**src/rtl/mem_bus_arbiter_pkg.sv**
```systemverilog
// Shared definitions for the memory bus arbiter: sequencer states and owner codes.
package mem_bus_arbiter_pkg;

  typedef enum logic [1:0] {
    IDLE,
    TURN,
    ACC_A,
    ACC_B
  } bus_state_t;

  localparam logic OWN_CPU = 1'b0;
  localparam logic OWN_DMA = 1'b1;

  // Bits needed to hold values 0..max_val (never less than one bit).
  function automatic int unsigned cnt_width(input int unsigned max_val);
    return (max_val < 2) ? 1 : $clog2(max_val + 1);
  endfunction

endpackage

```
**src/rtl/mem_bus_arbiter_seq.sv**
```systemverilog
// Two-phase access strobes for the granted requester, read-data capture and ack pulse.
module mem_access_seq
  import mem_bus_arbiter_pkg::*;
#(
  parameter int unsigned ADDR_W = 16,
  parameter int unsigned DATA_W = 8
) (
  input  logic              clk,
  input  logic              rst,
  input  bus_state_t        state,
  input  logic              sel,
  input  logic              we,
  input  logic [ADDR_W-1:0] addr,
  input  logic [DATA_W-1:0] wdata,
  input  logic [DATA_W-1:0] mem_rdata,
  output logic              mem_cs,
  output logic              mem_oe,
  output logic              mem_we,
  output logic [ADDR_W-1:0] mem_addr,
  output logic [DATA_W-1:0] mem_wdata,
  output logic [DATA_W-1:0] rdata,
  output logic              cpu_ack,
  output logic              dma_ack
);

  logic active;

  // Strobes decode straight from state so a reset releases the bus at once.
  always_comb begin
    active    = (state == ACC_A) || (state == ACC_B);
    mem_cs    = active;
    mem_oe    = active && !we;
    mem_we    = (state == ACC_B) && we;
    mem_addr  = active ? addr : '0;
    mem_wdata = active ? wdata : '0;
  end

  always_ff @(posedge clk or negedge rst) begin
    if (!rst) begin
      cpu_ack <= 1'b0;
      dma_ack <= 1'b0;
      rdata   <= '0;
    end else begin
      cpu_ack <= (state == ACC_B) && (sel == OWN_CPU);
      dma_ack <= (state == ACC_B) && (sel == OWN_DMA);
      if ((state == ACC_B) && !we) begin
        rdata <= mem_rdata;
      end
    end
  end

endmodule

```
**src/rtl/mem_bus_arbiter.sv**
```systemverilog
// Arbitrates the external memory bus between CPU and DMA: grant, turnaround and DMA burst limit.
module mem_bus_arbiter
  import mem_bus_arbiter_pkg::*;
#(
  parameter int unsigned ADDR_W       = 16,
  parameter int unsigned DATA_W       = 8,
  parameter int unsigned TURNAROUND   = 1,
  parameter int unsigned DMA_MAX_BRST = 4
) (
  input  logic              clk,
  input  logic              rst,
  input  logic              cpu_req,
  input  logic              cpu_we,
  input  logic [ADDR_W-1:0] cpu_addr,
  input  logic [DATA_W-1:0] cpu_wdata,
  output logic              cpu_ack,
  input  logic              dma_req,
  input  logic              dma_we,
  input  logic [ADDR_W-1:0] dma_addr,
  input  logic [DATA_W-1:0] dma_wdata,
  output logic              dma_ack,
  output logic [DATA_W-1:0] rdata,
  output logic              owner,
  output logic              mem_cs,
  output logic              mem_oe,
  output logic              mem_we,
  output logic [ADDR_W-1:0] mem_addr,
  output logic [DATA_W-1:0] mem_wdata,
  input  logic [DATA_W-1:0] mem_rdata
);

  localparam int unsigned TURN_W    = cnt_width(TURNAROUND);
  localparam int unsigned BRST_W    = cnt_width(DMA_MAX_BRST);
  localparam int unsigned TURN_LOAD = (TURNAROUND > 0) ? TURNAROUND - 1 : 0;
  localparam logic [BRST_W-1:0] BRST_MAX = BRST_W'(DMA_MAX_BRST);

  bus_state_t        state_q, state_d;
  logic              owner_q, owner_d;
  logic [TURN_W-1:0] turn_cnt_q, turn_cnt_d;
  logic [BRST_W-1:0] brst_cnt_q, brst_cnt_d;
  logic              grant_dma;

  always_ff @(posedge clk or negedge rst) begin
    if (!rst) begin
      state_q    <= IDLE;
      owner_q    <= OWN_CPU;
      turn_cnt_q <= '0;
      brst_cnt_q <= '0;
    end else begin
      state_q    <= state_d;
      owner_q    <= owner_d;
      turn_cnt_q <= turn_cnt_d;
      brst_cnt_q <= brst_cnt_d;
    end
  end

  always_comb begin
    state_d    = state_q;
    owner_d    = owner_q;
    turn_cnt_d = turn_cnt_q;
    brst_cnt_d = brst_cnt_q;
    grant_dma  = dma_req && !(cpu_req && (brst_cnt_q == BRST_MAX));
    case (state_q)
      IDLE: begin
        if (cpu_req || dma_req) begin
          owner_d = grant_dma ? OWN_DMA : OWN_CPU;
          // A DMA grant at the limit only happens with no CPU request, so it just saturates.
          if (grant_dma) begin
            brst_cnt_d = (brst_cnt_q == BRST_MAX) ? brst_cnt_q : brst_cnt_q + 1'b1;
          end else begin
            brst_cnt_d = '0;
          end
          if ((owner_d != owner_q) && (TURNAROUND > 0)) begin
            state_d    = TURN;
            turn_cnt_d = TURN_W'(TURN_LOAD);
          end else begin
            state_d = ACC_A;
          end
        end else begin
          brst_cnt_d = '0;
        end
      end
      TURN: begin
        if (turn_cnt_q == '0) begin
          state_d = ACC_A;
        end else begin
          turn_cnt_d = turn_cnt_q - 1'b1;
        end
      end
      ACC_A:   state_d = ACC_B;
      ACC_B:   state_d = IDLE;
      default: state_d = IDLE;
    endcase
  end

  assign owner = owner_q;

  mem_access_seq #(
    .ADDR_W(ADDR_W),
    .DATA_W(DATA_W)
  ) u_seq (
    .clk      (clk),
    .rst      (rst),
    .state    (state_q),
    .sel      (owner_q),
    .we       ((owner_q == OWN_DMA) ? dma_we : cpu_we),
    .addr     ((owner_q == OWN_DMA) ? dma_addr : cpu_addr),
    .wdata    ((owner_q == OWN_DMA) ? dma_wdata : cpu_wdata),
    .mem_rdata(mem_rdata),
    .mem_cs   (mem_cs),
    .mem_oe   (mem_oe),
    .mem_we   (mem_we),
    .mem_addr (mem_addr),
    .mem_wdata(mem_wdata),
    .rdata    (rdata),
    .cpu_ack  (cpu_ack),
    .dma_ack  (dma_ack)
  );

endmodule

```
**config.mk**
```make
export PLATFORM = sky130hd
export DESIGN_NAME = mem_bus_arbiter
export DESIGN_NICKNAME = d
export VERILOG_FILES = /design/src/rtl/mem_bus_arbiter_pkg.sv /design/src/rtl/mem_bus_arbiter_seq.sv /design/src/rtl/mem_bus_arbiter.sv
export SDC_FILE = /design/constraint.sdc
export NUM_CORES = 1
export LEC_CHECK = 0
export CAP_MARGIN = 25
export CORE_MARGIN = 4
export CORE_UTILIZATION = 33
export CTS_BUF_LIST = sky130_fd_sc_hd__clkbuf_2 sky130_fd_sc_hd__clkbuf_4 sky130_fd_sc_hd__clkbuf_8
export DETAILED_ROUTE_END_ITERATION = 8
export PLACE_DENSITY = 0.88
export SYNTH_ARGS = -nofsm -noshare
export SYNTH_HDL_FRONTEND = slang
export SYNTH_SLANG_ARGS = --single-unit
```
**constraint.sdc**
```tcl
create_clock -name clk -period 2.1 [get_ports clk]
set_input_delay 0.315 -clock clk [delete_from_list [all_inputs] [get_ports clk]]
set_output_delay 0.315 -clock clk [all_outputs]
set_load 0.01 [all_outputs]
```
# Word level (Yosys, flattened, before mapping)
# Cells that the tools add are included.
# W data, S select, Z words.
# totals
word_cells,53
inputBits,62
ff_bits,17
out_inout_bits,38
# classes
bitwise,1
eq_ne,9
n_reduce_logical,17
add_sub_neg,2
mux,17
# ops
operator,count
$mux W16,2
$mux W8,2
$mux W3,3
$pmux W2 S4,1
$logic_and A1 B1 Y1,7
$mux W2,3
$ne A2 B2 Y1 const B,3
$reduce_and A2 Y1,3
$mux W1,5
$eq A2 B2 Y1 const B,2
$add A3 B1 Y3 const B,1
$eq A3 B3 Y1 const B,1
$ne A3 B3 Y1 const B,1
$reduce_and A3 Y1,1
$eq A2 B1 Y1 const B,1
$logic_not A1 Y1,2
$logic_not A2 Y1,1
$logic_or A1 B1 Y1,2
$pmux W1 S2,1
$reduce_bool A2 Y1,1
$ne A1 B1 Y1,1
$not A1 Y1,1
$sub A1 B1 Y1 const B,1

# Depth between registers and ports, before layout
# logic_depth
depth_word,9
ltp_mapped,6

# Hierarchy
# Synthesis repeated with hierarchy kept, for this count alone.
# hier_totals
hier_cells,120
hier_area_um2,1258.7
# modules_own_cells
module,instances,cells_per_inst,area_per_inst_um2,seq_area_each_um2
mem_bus_arbiter,1,68,700.7,150.1
mem_access_seq,1,52,558.0,250.2

# Worst setup path after synthesis
# Ideal clock, no wire load.
# synth_timing
path_kind,reg-to-output
startpoint,register state_q[0]
endpoint,output port mem_addr[10]
arrival_time_ps,1267
n_path_buf,1
path_stages_with_launch,5
slack_ps,518
cell_sequence,dfrtp_1 -> ha_1 -> nor2_1 -> buf_2 -> nor2_1
# synth_between
elab_chain_len,3
word_cells_on_any_way,4
classes_between,eq/ne (2); mux (1); reduce/logical (1)
# synth_lines
item,line,rtl
"start, declared",mem_bus_arbiter.sv:37,"bus_state_t state_q, state_d;"
"start signal, assigned",mem_bus_arbiter.sv:50,state_q <= state_d;
$eq A2 B2 Y1,mem_bus_arbiter_seq.sv:30,active = (state == ACC_A) || (state == ACC_B);
$logic_or A1 B1 Y1 (*),mem_bus_arbiter_seq.sv:30,
$mux W16 (*),mem_bus_arbiter_seq.sv:34,mem_addr = active ? addr : '0;
"end, declared",mem_bus_arbiter.sv:27,"output logic [ADDR_W-1:0] mem_addr,"
# Mark *: on every way between the ends. The rest lies on a longest branch, timed or not.

# Final worst setup path
# layout_timing
startpoint,register state_q[1]
endpoint,output port mem_we
# layout_between
elab_chain_len,2
# layout_lines
item,line,rtl
$eq A2 B2 Y1,mem_bus_arbiter_seq.sv:33,mem_we = (state == ACC_B) && we;
$logic_and A1 B1 Y1,mem_bus_arbiter_seq.sv:33,
"end, declared",mem_bus_arbiter.sv:26,"output logic mem_we,"
# Every way passes these cells.

==> impl_results.rst <==
.. list-table::
   :header-rows: 1

   * - Metric
     - Value
   * - Number of warnings reported in the yosys synthesis log
     - 0
   * - Startpoint-to-endpoint class of the critical path
     - flip-flop to primary output
   * - Post-synthesis share of cell area spent on xor and xnor gates
     - 0
   * - Unrepaired setup endpoints after global routing
     - yes
   * - Post-route fraction of the period consumed by the critical path
     - 0.987
   * - Wirelength per Cell
     - 13.3 microns
   * - Final std cells w/o fill
     - 272
   * - Total leakage power
     - 1.21 nW
   * - Final GP Congestion
     - 0.739
   * - CP arrival
     - 1.76 ns
   * - Maximum achievable frequency
     - 483 MHz
   * - Clk Tree Root Cell
     - clkbuf_4
   * - Pin count of the biggest net entering global routing
     - 17
   * - Fraction of final layout cells with drive strength greater than 1
     - 0.111
   * - Clock share of power
     - 0.072
   * - Met1 WL
     - 1.41 mm
   * - Post-Place Cell Area
     - 2250 sq um
   * - Per-instance average area after synthesis
     - 9.76 sq um
   * - Area of the core
     - 3420 sq um
   * - Post-synth EDFFs
     - 0
   * - Inserted Diodes
     - 0
   * - Combinational cell fraction of total power
     - 0.732
   * - Detail Route met3 WL
     - 370 microns
   * - Switching part of the total power
     - 0.385
   * - Initial cell density of the core
     - 0.351
   * - Worst relative slew slack
     - 0.544
   * - I/O pins
     - 100
   * - GRT Resource Usage Total
     - 0.143
   * - Fraction of post-synthesis cell area in the top cell type by area
     - 0.334
   * - Dominant combinational cell family by area after synthesis
     - multiplexers
   * - Post-place setup slack
     - 0.121 ns
   * - Via count of the routed design
     - 1255
   * - Total power consumption of the routed design
     - 0.00283 W
   * - Via count of the first global-routing pass
     - 1202
   * - Worst hold path class
     - input pin to asynchronous set/reset pin
   * - Hpwl dp
     - 2.95 mm
   * - Mux cell area share after synthesis
     - 0.319
   * - Floorplan die height
     - 68.3 microns
   * - Floorplan row count
     - 21
   * - Placed Cells incl. Taps
     - 266
   * - Commonest cells post-synth
     - nor2_1 (25), mux2i_1 (24), dfrtp_1 (16), inv_1 (10), mux2_4 (8)
   * - Setup clock skew after layout
     - 0.0103 ns
   * - Synth Area in Compound Gates
     - 0.0803
   * - Top FF cell, synth
     - dfrtp_1
   * - Most area-consuming cells after synthesis
     - dfrtp_1 (33%), mux2i_1 (20%), mux2_4 (10%)
   * - Internal power contribution
     - 0.00174 W
   * - Total DRC errors in the routed layout
     - 0
   * - Top routing layer in use
     - met4
   * - Total count of max-transition violations in the final report
     - 0
   * - Required time worst endpoint
     - 1.78 ns
   * - Path depth of the worst reg2reg path
     - 6
   * - Net count, final
     - 294
   * - Switching power summed over all nets
     - 0.00109 W
   * - Setup TNS
     - 0 ns
   * - Peak supply drop
     - 659 uV
   * - Width of the die
     - 68.3 microns
   * - Number of sinks on the clock net
     - 16
   * - Most numerous cell in the Yosys netlist
     - nor2_1
   * - Flip-flop and latch count after synthesis
     - 16
   * - Final critical path time including I/O delays and setup
     - 2.07 ns
   * - Synth cell types
     - 28
   * - Total Wirelength
     - 3.62 mm
   * - Wire length of the first global-routing pass
     - 5.13 mm
   * - Run status
     - finished clean
   * - Wire length on met2
     - 1.82 mm
   * - DR pass1 iterations
     - 4
   * - Final cell area excluding filler cells
     - 2300 sq um
   * - Post-synthesis instance total
     - 123
   * - Die ar.
     - 4660 sq um
   * - Synth Area in Adders
     - 0.0521
   * - Clock slew at the register clock pins of the worst setup and hold paths
     - 0.09 ns
   * - Maximum buffer depth of the clock tree
     - 2
   * - Summed instance area of the synthesized netlist
     - 1200 sq um
   * - Register area share after synthesis
     - 0.334
   * - Post-Synthesis Net Count
     - 190
   * - Startpoint of the most critical register-to-register path
     - brst_cnt_q[0]
   * - Endpoint of the worst register-to-register path
     - state_q[0]
   * - Slack of the worst reg-to-reg path
     - 0.66 ns
   * - Antenna Violating Nets Remaining
     - 0
   * - Number of H-tree branching levels
     - 1
   * - Clock tree from TritonCTS
     - yes
   * - Kind of launch point of the worst setup path
     - flip-flop
   * - Actual slew at the worst max-slew pin
     - 0.681 ns
   * - Area share of and/or/nand/nor cells after synthesis
     - 0.146
   * - Clock buffers created by TritonCTS
     - 3
   * - Fraction of synthesis flops using an asynchronous set or reset pin
     - 1.00
   * - Skew-Pair Late Insertion Delay
     - 0.30 ns
   * - Number of antenna violations at the first check in global routing
     - 0
   * - Total power density per cell area
     - 1230 nW/um^2
   * - Total grt overflow
     - 0
   * - Buffers added on ports
     - 99
   * - Final setup fails
     - 0
   * - Via-to-Cell Ratio
     - 4.61
   * - CP max FO
     - 4
   * - Final setup margin
     - 0.0281 ns
   * - Number of hold violations in the final report
     - 0
   * - Sequential power share
     - 0.196
   * - Hold buffers post-CTS
     - 0
   * - Synthesis-to-layout area growth
     - 91.8%
   * - Maximum Capacitance Violations
     - 0
   * - Yosys top cell by area
     - dfrtp_1
   * - Number of violations reported at the end of detailed-routing iteration 0
     - 42
   * - Type of destination of the critical path
     - primary output
==> routing by layer <==
layer,GRT usage,vias to the layer above
li1,-,632
met1,0.158,561
met2,0.266,57
met3,0.0443,5
met4,0.0323,0
met5,0,-
==> area by class of cell <==
class / instances / area [sq um]
clock buffer: 4 / 36.3
fill: 274 / 1110
inverter: 10 / 37.5
multi-input combinational: 90 / 724
sequential: 16 / 400
tap: 46 / 57.6
timing repair buffer: 106 / 1040
==> cells by family (layout without fill, tap and decap cells) <==
family / Yosys count / after routing
fa+ha+maj: 5 / 5
flops: 16 / 16
compound gates: 13 / 13
mux: 33 / 33
simple gates: 39 / 39
buf+inv: 17 / 120
==> flip-flops by register name, summed over array words and instances (netlist names) <==
register,flops
brst_cnt_q,3
owner,1
state_q,2
u_seq.cpu_ack,1
u_seq.dma_ack,1
u_seq.rdata,8
==> metrics by stage <==
stage / hold WS [ns] / util
floorplan: 0.0194 / -
global placement: 0.489 / 0.660
detailed placement: 0.492 / 0.660
CTS: 0.461 / 0.672
global route: 0.498 / 0.674
finish: 0.423 / 0.674
==> power by group through the flow <==
stage	Sequential (W)	Clock, W	Combinational [W]
6_report	0.000554	0.000204	0.00207
3_3_place_gp	0.000551	0	0.00207
2_1_floorplan	0.000584	0	0.00104
3_5_place_dp	0.000561	0	0.00210
5_1_grt	0.000570	0.000226	0.00225
4_1_cts	0.000553	0.000204	0.00208
==> what timing repair did <==
action                                  4_1_cts  5_1_grt
resized for setup                            25        9
gates cloned                                  1        0
endpoints found under the setup margin       26       15
pin swaps                                     0        1
buffers inserted                              0        1
==> critical path, stage by stage (launching register included) <==
cell	delay (ns)
dfrtp_1	0.40
ha_1	0.24
buf_4	0.16
nor2b_1	0.12
clkdlybuf4s50_1	0.55
==> how the worst max path moves through the flow <==
| stage | from | end | slack [ns] | cells past startpoint |
|---|---|---|---|---|
| after floorplan | state_q[0] | mem_addr[10] | 0.52 | 4 |
| after global placement | cpu_we | mem_oe | 0.11 | 4 |
| after detailed placement | cpu_we | mem_oe | 0.12 | 4 |
| after CTS | state_q[0] | mem_addr[11] | -0.08 | 6 |
| after global routing | state_q[1] | mem_we | -0.04 | 4 |
| final | state_q[1] | mem_we | 0.03 | 4 |
==> cells in the final DEF (no fill, tap or decap), drive strengths merged <==
cell	Yosys	final
o21ai	2	2
inv	10	10
clkbuf	1	7
mux2i	25	25
a21o	1	1
buf	6	6
and2	1	1
bufbuf	0	1
mux2	8	8
dlymetal6s2s	0	2
o2bb2ai	1	1
nand2	4	4
dlygate4sd2	0	21
a31oi	1	1
dfrtp	16	16
o22ai	2	2
o22a	1	1
clkdlybuf4s50	0	73
a22o	1	1
nor3	2	2
nand3	3	3
a211o	1	1
ha	5	5
nor2b	3	3
a211oi	1	1
a32oi	2	2
and3b	1	1
nor2	25	25
No activity file was read; power rests on OpenSTA's default activity.
